## src/rtl/alu_sequencer.sv

```systemverilog
// Multi-cycle instruction sequencer for a small 8051-style ALU subset.
// Fetches opcode/immediate bytes, reads Rn, strobes an external ALU and writes back.
module alu_sequencer (
    input  logic        clock,
    input  logic        reset,
    input  logic        run,
    output logic [15:0] code_addr,
    output logic        code_rd,
    input  logic [7:0]  code_data,
    input  logic        code_valid,
    output logic [2:0]  rf_addr,
    input  logic [7:0]  rf_rdata,
    output logic        rf_we,
    output logic [7:0]  rf_wdata,
    output logic [7:0]  alu_opcode,
    output logic [7:0]  alu_op1,
    output logic [7:0]  alu_op2,
    output logic        alu_en,
    input  logic [8:0]  alu_result,
    input  logic        alu_c,
    input  logic        alu_ac,
    input  logic        alu_ov,
    output logic [7:0]  acc,
    output logic [7:0]  psw,
    output logic [15:0] pc,
    output logic        illegal
);

    typedef enum logic [2:0] {
        StFetch,
        StFetchImm,
        StReadRf,
        StExec,
        StWb
    } state_e;

    typedef enum logic [1:0] {
        OpNop,
        OpImm,
        OpRn,
        OpBad
    } op_class_e;

    function automatic op_class_e decode(input logic [7:0] op);
        op_class_e cls;
        cls = OpBad;
        if (op == 8'h00) begin
            cls = OpNop;
        end else if (op == 8'h74 || op[7:3] == 5'b01111) begin
            cls = OpImm;
        end else if (op[7:3] == 5'b11101) begin
            cls = OpRn;
        end else if (op[7:4] == 4'h2 || op[7:4] == 4'h9 || op[7:4] == 4'h5 ||
                     op[7:4] == 4'h4 || op[7:4] == 4'h6) begin
            if (op[3:0] == 4'h4) begin
                cls = OpImm;
            end else if (op[3]) begin
                cls = OpRn;
            end
        end
        return cls;
    endfunction

    state_e      state_q, state_d;
    logic [15:0] pc_q, pc_d;
    logic [7:0]  acc_q, acc_d;
    logic [7:0]  ir_q, ir_d;
    logic [7:0]  opnd_q, opnd_d;
    logic        c_q, c_d;
    logic        ac_q, ac_d;
    logic        ov_q, ov_d;
    logic        rf_phase_q, rf_phase_d;

    logic        is_mov_rn_imm;
    logic        is_arith;
    logic        unused_carry_out;

    assign unused_carry_out = alu_result[8];

    assign is_mov_rn_imm = (ir_q[7:3] == 5'b01111);
    assign is_arith      = (ir_q == 8'h24) || (ir_q == 8'h94) ||
                           (ir_q[7:3] == 5'b00101) || (ir_q[7:3] == 5'b10011);

    always_ff @(posedge clock) begin
        if (reset) begin
            state_q    <= StFetch;
            pc_q       <= 16'h0000;
            acc_q      <= 8'h00;
            ir_q       <= 8'h00;
            opnd_q     <= 8'h00;
            c_q        <= 1'b0;
            ac_q       <= 1'b0;
            ov_q       <= 1'b0;
            rf_phase_q <= 1'b0;
        end else begin
            state_q    <= state_d;
            pc_q       <= pc_d;
            acc_q      <= acc_d;
            ir_q       <= ir_d;
            opnd_q     <= opnd_d;
            c_q        <= c_d;
            ac_q       <= ac_d;
            ov_q       <= ov_d;
            rf_phase_q <= rf_phase_d;
        end
    end

    always_comb begin
        state_d    = state_q;
        pc_d       = pc_q;
        acc_d      = acc_q;
        ir_d       = ir_q;
        opnd_d     = opnd_q;
        c_d        = c_q;
        ac_d       = ac_q;
        ov_d       = ov_q;
        rf_phase_d = rf_phase_q;
        code_rd    = 1'b0;
        rf_we      = 1'b0;
        alu_en     = 1'b0;
        illegal    = 1'b0;

        unique case (state_q)
            StFetch: begin
                if (run) begin
                    code_rd = 1'b1;
                    if (code_valid) begin
                        ir_d = code_data;
                        pc_d = pc_q + 16'd1;
                        unique case (decode(code_data))
                            OpNop: state_d = StFetch;
                            OpBad: illegal = 1'b1;
                            OpImm: state_d = StFetchImm;
                            OpRn: begin
                                state_d    = StReadRf;
                                rf_phase_d = 1'b0;
                            end
                        endcase
                    end
                end
            end
            StFetchImm: begin
                code_rd = 1'b1;
                if (code_valid) begin
                    opnd_d  = code_data;
                    pc_d    = pc_q + 16'd1;
                    state_d = StExec;
                end
            end
            StReadRf: begin
                // The register bank answers one cycle after rf_addr is presented.
                rf_phase_d = 1'b1;
                if (rf_phase_q) begin
                    opnd_d     = rf_rdata;
                    rf_phase_d = 1'b0;
                    state_d    = StExec;
                end
            end
            StExec: begin
                alu_en  = 1'b1;
                state_d = StWb;
            end
            StWb: begin
                if (is_mov_rn_imm) begin
                    rf_we = 1'b1;
                end else begin
                    acc_d = alu_result[7:0];
                end
                if (is_arith) begin
                    c_d  = alu_c;
                    ac_d = alu_ac;
                    ov_d = alu_ov;
                end
                state_d = StFetch;
            end
            default: state_d = StFetch;
        endcase

        // Strobes stay quiet during reset so an interrupted instruction has no side effects.
        if (reset) begin
            code_rd = 1'b0;
            rf_we   = 1'b0;
            alu_en  = 1'b0;
            illegal = 1'b0;
        end
    end

    assign code_addr  = pc_q;
    assign rf_addr    = ir_q[2:0];
    assign rf_wdata   = alu_result[7:0];
    assign alu_opcode = ir_q;
    assign alu_op1    = acc_q;
    assign alu_op2    = opnd_q;
    assign acc        = acc_q;
    assign pc         = pc_q;
    assign psw        = {c_q, ac_q, 3'b000, ov_q, 1'b0, ^acc_q};

endmodule

```

## config.mk

```make
export PLATFORM = sky130hd
export DESIGN_NAME = alu_sequencer
export DESIGN_NICKNAME = d
export VERILOG_FILES = /design/src/rtl/alu_sequencer.sv
export SDC_FILE = /design/constraint.sdc
export NUM_CORES = 1
export LEC_CHECK = 0
export ABC_AREA = 1
export CAP_MARGIN = 20
export CORE_MARGIN = 1
export CORE_UTILIZATION = 46
export CTS_CLUSTER_DIAMETER = 50
export DETAILED_ROUTE_END_ITERATION = 10
export GPL_TIMING_DRIVEN = 0
export PLACE_DENSITY = 0.91
export SLEW_MARGIN = 20
export SYNTH_ARGS = -nofsm -noshare
export SYNTH_HDL_FRONTEND = slang
export SYNTH_SLANG_ARGS = --single-unit
```

## constraint.sdc

```tcl
create_clock -name clock -period 2.7 [get_ports clock]
set_clock_uncertainty 0.15 [all_clocks]
set_input_delay 0.405 -clock clock [delete_from_list [all_inputs] [get_ports clock]]
set_output_delay 0.405 -clock clock [all_outputs]
set_load 0.03 [all_outputs]
```

Yosys cells after proc, flatten, opt, wreduce, memory -nomap -nowiden
Cells that the tools add are included. W data, S select, Z words.

Register bits: 47. Output and inout port bits: 87. Word-level logic and storage cells: 99.

Add/sub/neg operators: 1. Eq/ne operators: 27. Muxes and demuxes: 39. Bitwise gates (word level): 1. Reductions and logical operators: 22.

Operators by type and width (count): $mux W16 (2); $pmux W16 S2 (1); $mux W1 (17); $add A16 B1 Y16 const B (1); $eq A4 B3 Y1 const B (4); $mux W2 (8); $mux W8 (2); $pmux W8 S2 (1); $mux W3 (4); $pmux W3 S4 (1); $eq A5 B4 Y1 const B (2); $eq A5 B5 Y1 const B (2); $pmux W3 S3 (1); $eq A8 B6 Y1 const B (1); $eq A8 B7 Y1 const B (1); $eq A8 B8 Y1 const B (1); $logic_not A8 Y1 (1); $logic_or A1 B1 Y1 (8); $ne A2 B2 Y1 const B (4); $reduce_xor A8 Y1 (1); $eq A3 B2 Y1 const B (2); $reduce_and A2 Y1 (3); $reduce_and A3 Y1 (2); $reduce_bool A2 Y1 (3); 15 further kinds (17).

Longest topological paths before layout
Gate-level depths: netlist of run 1.

Depth after elaboration: 18. Gate-level depth with buffers: 10.

Least setup slack after synthesis of run 1
Ideal clock, no wire load.

Path type: input -> output. Start point: input code_data[7]. End point: output illegal. Arrival: 1719 ps. Required time: 2145 ps. Path slack: 426 ps. Cell stages on the path: 7. Buffers on the path: 1. Cell sequence: clkbuf_1 > o21ai_0 > nand3_1 > nand2_1 > nand2_1 > nand3_1 > nor3_1.

Cells in the longest elaborated chain, start to end: 18. Elaborated cells on any way between the ends: 27. Those cells by class: 9 x eq/ne; 12 x mux; 6 x reduce/logical.

RTL lines: start, declared (line 9) `input logic [7:0] code_data,`; $eq A4 B2 Y1 or $eq A4 B4 Y1 (tied branches) (line 53) `end else if (op[7:4] == 4'h2 || op[7:4] == 4'h9 || op[7:4] == 4'h5 ||`; $logic_or A1 B1 Y1 (3 in a row) (line 53); $logic_or A1 B1 Y1 (line 54) `op[7:4] == 4'h4 || op[7:4] == 4'h6) begin`; $mux W2 (line 53); $mux W2 (line 51) `end else if (op[7:3] == 5'b11101) begin`; $mux W2 (line 49) `end else if (op == 8'h74 || op[7:3] == 5'b01111) begin`; $mux W2 * (line 47) `if (op == 8'h00) begin`; $mux W2 * (line 127) `if (code_valid) begin`; $mux W2 * (line 125) `if (run) begin`; $mux W2 * (line 123) `unique case (state_q)`; $eq A2 B2 Y1 * (line 130) `unique case (decode(code_data))`; $mux W1 * (line 130); $mux W1 * (line 127); $mux W1 * (line 125); $mux W1 * (line 123); $mux W1 * (line 180) `if (reset) begin`; end, declared (line 26) `output logic illegal`.

Every way passes the cells marked *; elsewhere a longest branch is shown, timed or not. The select of a mux whose other input is x is not followed.

Worst setup path in the final report of run 1
Start point: input reset. End point: output rf_we.

Cells in the longest elaborated chain, start to end: 1.

RTL lines: start, declared (line 5) `input logic reset,`; $mux W1 (line 180); end, declared (line 13) `output logic rf_we,`.

Every way passes these cells.

==> flow_summary.yaml, run 1 <==
route:
  antenna_left: 0
  drt-initial-drc-count: 228
  drc: 0
  vias: 2888
  finalWirelength_um: 7360
  firstDrtPassIters: 5
  wl_per_cell_um: 12.6
  viasPerCell: 4.94
flow_run:
  drv_cap: 0
cts:
  tritoncts: "done"
  cts_setup_buffers: 0
  clk_latency_ps: 300
  cts_root_buffer: "clkbuf_8"
  cts_buffer_depth: 2
  numCtsBuffers: 5
  hold_buffers: 0
  htreeDepth: 2
  cts_sinks: 47
  clk_pin_slew_ps: 90
critical_path:
  crit_arrival_ps: 2030
  critPathMaxStageDelay_ps: 710
  worstRegToRegCells: 7
  worstSetupStartpointType: "primary input"
  crit_path_max_fanout: 10
  critPathMostFrequentCell: "clkdlybuf4s50_1"
  reg2reg_setup_slack_ps: 760
  critPathKind: "primary input to output pin"
  worst_path_max_delay_cell: "clkdlybuf4s50_1"
  cp.required_ps: 2140
  timing.rr.start: "state_q[2]$_SDFFE_PP0P_"
  cp_cell_sequence: "clkdlybuf4s50_1, clkbuf_2, nor3_1, clkdlybuf4s50_1"
  endpoint_kind: "output pin"
  crit_start: "reset"
  r2r-end: "alu_opcode[3]$_SDFFE_PP0P_"
synthesis:
  syn-cell-area_um2: 2720
  synth_top_family_by_area: "simple AND/OR/NAND/NOR gates"
  synth_top_cells_by_count: "nand2_1, dfxtp_1, buf_4"
  yosysMostFrequentCell: "nand2_1"
  synth-edff-count: 0
  synth_seq_area_share: 0.346
  synth_compound_area_frac: 0.154
  async_flop_share: 0
  yosysWarningCount: 0
  synth_area_per_cell_um2: 6.98
  yosys_most_used_dff: "dfxtp_1"
  synth_xor_area_frac: 0.0418
  synth.area.top_cells: "dfxtp_1, buf_4, nand2_1"
  muxShareOfSynthArea: 0
  synth_area_leader_cell: "dfxtp_1"
  synth.distinct_cells: 33
  netlist_instances: 390
  synth.top_cell.area_share: 0.346
  synthAdderAreaFrac: 0.00460
  ys_seq_elements: 47
  synth_simple_gate_area_frac: 0.256
floorplan:
  dieArea_um2: 6230
  die_w_um: 78.9
  die_y_um: 78.9
  design.core.area_um2: 5610
  ios: 119
  initial_core_util: 0.485
  row_count: 27
global_routing:
  antenna_found_initial: 0
  overflow: 0
  grt_max_degree: 15
  grt_pass1_wl_um: 12100
  grt_use_total: 0.244
  grt_pass1_vias: 2725
timing:
  finalCritPeriodShare: 0.957
  finalHoldViolations: 0
  whs_ps: 299
  fin_ws_ps: 117
  fin_crit_ps: 2580
  maxSlewViolCount: 0
  fmax_mhz: 387
  rsz0062_at_grt: "false"
  finalSetupViolCount: 0
cells_and_area:
  stdcell_area_um2: 4070
  nets: 545
  area_growth_pct: 49.6
  antenna_cells: 0
  layout-drive-gt1-share: 0.138
power:
  p_leak_nw: 1.61
  power.density_nw_per_um2: 398
  ir_drop_mv: 0.347
hold_path:
  min_path_type: "register to register"
  hp-start: "ac_q$_SDFFE_PP0P_"
  hold_depth: 2
  min_to: "ac_q$_SDFFE_PP0P_"
placed_design:
  post-place-ws_ps: -275
  dp_hpwl_um: 5710
  place_area_um2: 3950
  io_buffers: 112
  finalWeightedCongestion: 0.936
status:
  status: "finished clean"
logic make-up after synthesis:
| family | after synthesis |
|---|---|
| AND/OR/NAND/NOR | 154 |
| flip-flops | 47 |
| adder cells (fa/ha/maj) | 1 |
| buffers and inverters | 96 |
| XOR/XNOR | 13 |
| AO/OA/AOI/OAI | 78 |
| other | 1 |
per-stage QoR:
step                      total power [W]  setup TNS [ps]   util  cells
after floorplan                  0.000896               0      -    393
after global placement            0.00101            -383  0.703    577
after detailed placement          0.00102            -448  0.703    577
after CTS                         0.00163               0  0.727    585
after global routing              0.00168               0  0.726    585
final                             0.00162               0  0.726    585
routing by layer:
layer / up-vias / GRT usage / share of wire
met3: 25 / 0.0437 / 0.065
met4: 0 / 0.109 / 0.028
met1: 1277 / 0.284 / 0.42
met5: - / 0 / 0
met2: 128 / 0.434 / 0.48
li1: 1458 / - / -
cells in the final DEF (no fill, tap or decap), drive strengths merged:
cell type,instances
a21oi,40
buf,46
bufinv,2
clkbuf,13
clkdlybuf4s50,110
conb,4
dfxtp,47
dlygate4sd2,1
ha,1
inv,44
nand2,69
nand3,16
nand4,8
nor2,45
nor3,12
nor3b,1
nor4,2
o2111ai,1
o211a,1
o211ai,1
o21a,1
o21ai,34
or2,1
xnor2,10
xor2,3
area by class of cell:
type                            instances  area [µm²]
Tap cell                               72        90.1
Clock inverter                          2        60.1
Timing Repair Buffer                  112        1110
Sequential cell                        47         941
Clock buffer                            6        72.6
Fill cell                             445        1540
Inverter                               44         165
Multi-Input combinational cell        250        1260
Buffer                                 52         372
state kept, by name, summed over array words and instances (netlist names):
name	cells
c_q	1
ac_q	1
ov_q	1
acc	8
state_q	3
alu_opcode	8
rf_phase_q	1
alu_op2	8
code_addr	16
where the power goes:
part	switching [W]	total, W	leakage (nW)	internal, W
registers	0.0000142	0.000721	0.380	0.000707
logic	0.000159	0.000287	1.17	0.000128
clock network	0.000241	0.000611	0.0654	0.000370
total	0.000413	0.00162	1.61	0.00121
worst max-delay path by stage:
stage / end
2_1_floorplan: illegal
3_3_place_gp: illegal
3_5_place_dp: illegal
4_1_cts: illegal
5_1_grt: illegal
6_report: rf_we
critical path, delay by kind of cell:
family | cells | cell delay (ps)
simple gates | 1 | 220
buf+inv | 3 | 1400
timing repair:
action / 4_1_cts / 5_1_grt
endpoints found under the hold margin: 0 / 0
setup endpoints to repair: 2 / 3
gates resized for setup: 3 / 4
pin swaps: 0 / 0
No activity file was read; power rests on OpenSTA's default activity.
==> run 2, diff against run 1 <==
ABC_AREA = unset   (was 1)
CORE_UTILIZATION = 45   (was 46)
PLACE_DENSITY = 0.9   (was 0.91)
==> run 2 against run 1 <==
Net effect:
- clock power fell by 25%
- cell area fell by 3.1%
- first-iteration DRC count fell by 36%
- die area fell by 1.6%
- critical path depth rose by 2
- synthesized area fell by 3.8%
- worst hold slack improved by 56 ps
- clock-buffer cell count rose by 2
- highest routed layer unchanged
==> flow_summary.yaml, run 2 <==
synthesis:
  netlist_instances: 299
  synth.area.top_cells: "dfxtp_1, buf_4, mux2i_1"
  synth_area_leader_cell: "dfxtp_1"
  synth_area_per_cell_um2: 8.76
  synth_seq_area_share: 0.359
  synth_top_cells_by_count: "dfxtp_1, buf_4, nor2_1"
  synth-edff-count: 0
  async_flop_share: 0
  ys_seq_elements: 47
  syn-cell-area_um2: 2620
  synth.distinct_cells: 48
  synth.top_cell.area_share: 0.359
  yosysWarningCount: 0
  yosysMostFrequentCell: "dfxtp_1"
  yosys_most_used_dff: "dfxtp_1"
hold_path:
  min_path_type: "register to register"
cts:
  tritoncts: "done"
  clk_pin_slew_ps: 80
  cts_buffer_depth: 2
  cts_sinks: 47
  cts_root_buffer: "clkbuf_8"
  numCtsBuffers: 5
  clk_latency_ps: 290
  htreeDepth: 2
  cts_setup_buffers: 0
  hold_buffers: 0
timing:
  fin_crit_ps: 2600
  finalCritPeriodShare: 0.963
  finalHoldViolations: 0
  finalSetupViolCount: 0
  fmax_mhz: 385
  fin_ws_ps: 99.3
  maxSlewViolCount: 0
  worst_pin_slew_ps: 621
  rsz0062_at_grt: "false"
  whs_ps: 355
  setup_tns_ps: 0
  slew_headroom: 0.586
global_routing:
  grt_pass1_wl_um: 11000
  grt_pass1_vias: 2409
  grt_use_total: 0.223
  overflow: 0
  grt_max_degree: 14
  antenna_found_initial: 0
route:
  antenna_left: 0
  finalWirelength_um: 6440
  drc: 0
  firstDrtPassIters: 4
  viasPerCell: 5.04
  wl_per_cell_um: 13.1
  drt-initial-drc-count: 147
  vias: 2480
floorplan:
  dieArea_um2: 6130
  die_w_um: 78.3
  ios: 119
  die_y_um: 78.3
  row_count: 27
  initial_core_util: 0.470
  design.core.area_um2: 5570
placed_design:
  io_buffers: 111
  finalWeightedCongestion: 0.823
  post-place-ws_ps: -482
  dp_hpwl_um: 4940
  place_area_um2: 3830
critical_path:
  cp.required_ps: 2140
  worstSetupStartpointType: "primary input"
  crit_arrival_ps: 2050
  critPathKind: "primary input to output pin"
  crit_path_max_fanout: 5
  endpoint_kind: "output pin"
cells_and_area:
  antenna_cells: 0
  largest_reg_flops: 16
  layout_common_cells: "clkdlybuf4s50_1, dfxtp_1, buf_4"
  area_growth_pct: 50.6
  nFillCells: 460
  stdcell_area_um2: 3950
  nets: 452
  layout_commonest_cell: "clkdlybuf4s50_1"
  layout-drive-gt1-share: 0.148
flow_run:
  drv_cap: 0
power:
  p_leak_nw: 1.47
  combPwrFrac: 0.182
  power_switching_w: 0.000374
  p_total_w: 0.00144
  pwr-share-clk: 0.319
  swShare: 0.260
  internal-power_w: 0.00106
  power.density_nw_per_um2: 365
  ir_drop_mv: 0.266
  power_frac_seq: 0.500
status:
  status: "finished clean"
## run 2: critical path, stage by stage
cell and delay [ps]:
clkdlybuf4s50_1 510, nor4bb_1 190, a211oi_2 290, nand2b_1 150
o2111a_1 200, clkdlybuf4s15_2 300
## run 2: path summary, 6_finish.rpt
| path | slack (ps) | cells past startpoint | endpoint | startpoint |
|---|---|---|---|---|
| setup reg to reg | 470 | 5 | code_addr[14]$_SDFFE_PP0P_ | code_addr[0]$_SDFFE_PP0P_ |
| setup / recovery | 100 | 6 | illegal | code_data[4] |
| hold reg to reg | 360 | 2 | alu_op2[6]$_SDFFE_PP0P_ | alu_op2[6]$_SDFFE_PP0P_ |
| hold / removal | 360 | 2 | alu_op2[6]$_SDFFE_PP0P_ | alu_op2[6]$_SDFFE_PP0P_ |
## run 2: layout make-up
cell class | count | area (µm²) | share of cell area
Buffer | 57 | 388 | 0.0983
Clock buffer | 8 | 100 | 0.0254
Inverter | 4 | 15.0 | 0.00381
Multi-Input combinational cell | 193 | 1300 | 0.330
Sequential cell | 47 | 941 | 0.239
Tap cell | 72 | 90.1 | 0.0228
Timing Repair Buffer | 111 | 1110 | 0.282
## run 2: kinds of logic after synthesis
family / count (synthesis) / synth area share
xor gates and xnor gates: 12 / 0.0401
other: 1 / 0.00143
buffers and inverters: 62 / 0.155
AOI/OAI and AO/OA: 46 / 0.121
DFF: 47 / 0.359
and+or+nand+nor: 103 / 0.215
muxes: 27 / 0.103
adders and majority gates: 1 / 0.00477
## run 2: through the flow
stage | utilization | cells
final | 0.708 | 492
after CTS | 0.705 | 492
after global placement | 0.688 | 485
after detailed placement | 0.688 | 485
after floorplan | - | 302
after global routing | 0.708 | 492
## run 2: power groups by stage
| stage | Sequential, W | Clock [W] | Combinational (W) |
|---|---|---|---|
| global route | 0.000721 | 0.000501 | 0.000280 |
| finish | 0.000719 | 0.000458 | 0.000261 |
| global placement | 0.000734 | 0 | 0.000256 |
| CTS | 0.000719 | 0.000473 | 0.000260 |
| floorplan | 0.000755 | 0 | 0.000125 |
| detailed placement | 0.000735 | 0 | 0.000259 |
## run 2: routing by layer
metal	global-route usage	vias to the layer above	part of all wire
li1	-	1251	-
met2	0.392	85	0.50
met5	0	-	0
met4	0.0574	0	0.0026
met1	0.274	1142	0.43
met3	0.0500	2	0.070
## run 2: repair_timing
| item | 4_1_cts | 5_1_grt |
|---|---|---|
| gates cloned | 0 | 0 |
| endpoints found under the setup margin | 3 | 1 |
| resized for setup | 8 | 3 |
==> run 3, diff against run 2 <==
CORE_MARGIN = unset   (was 1)
==> results of run 3 <==
Same layout as run 2: the final DEF is identical, and so are final timing and power.
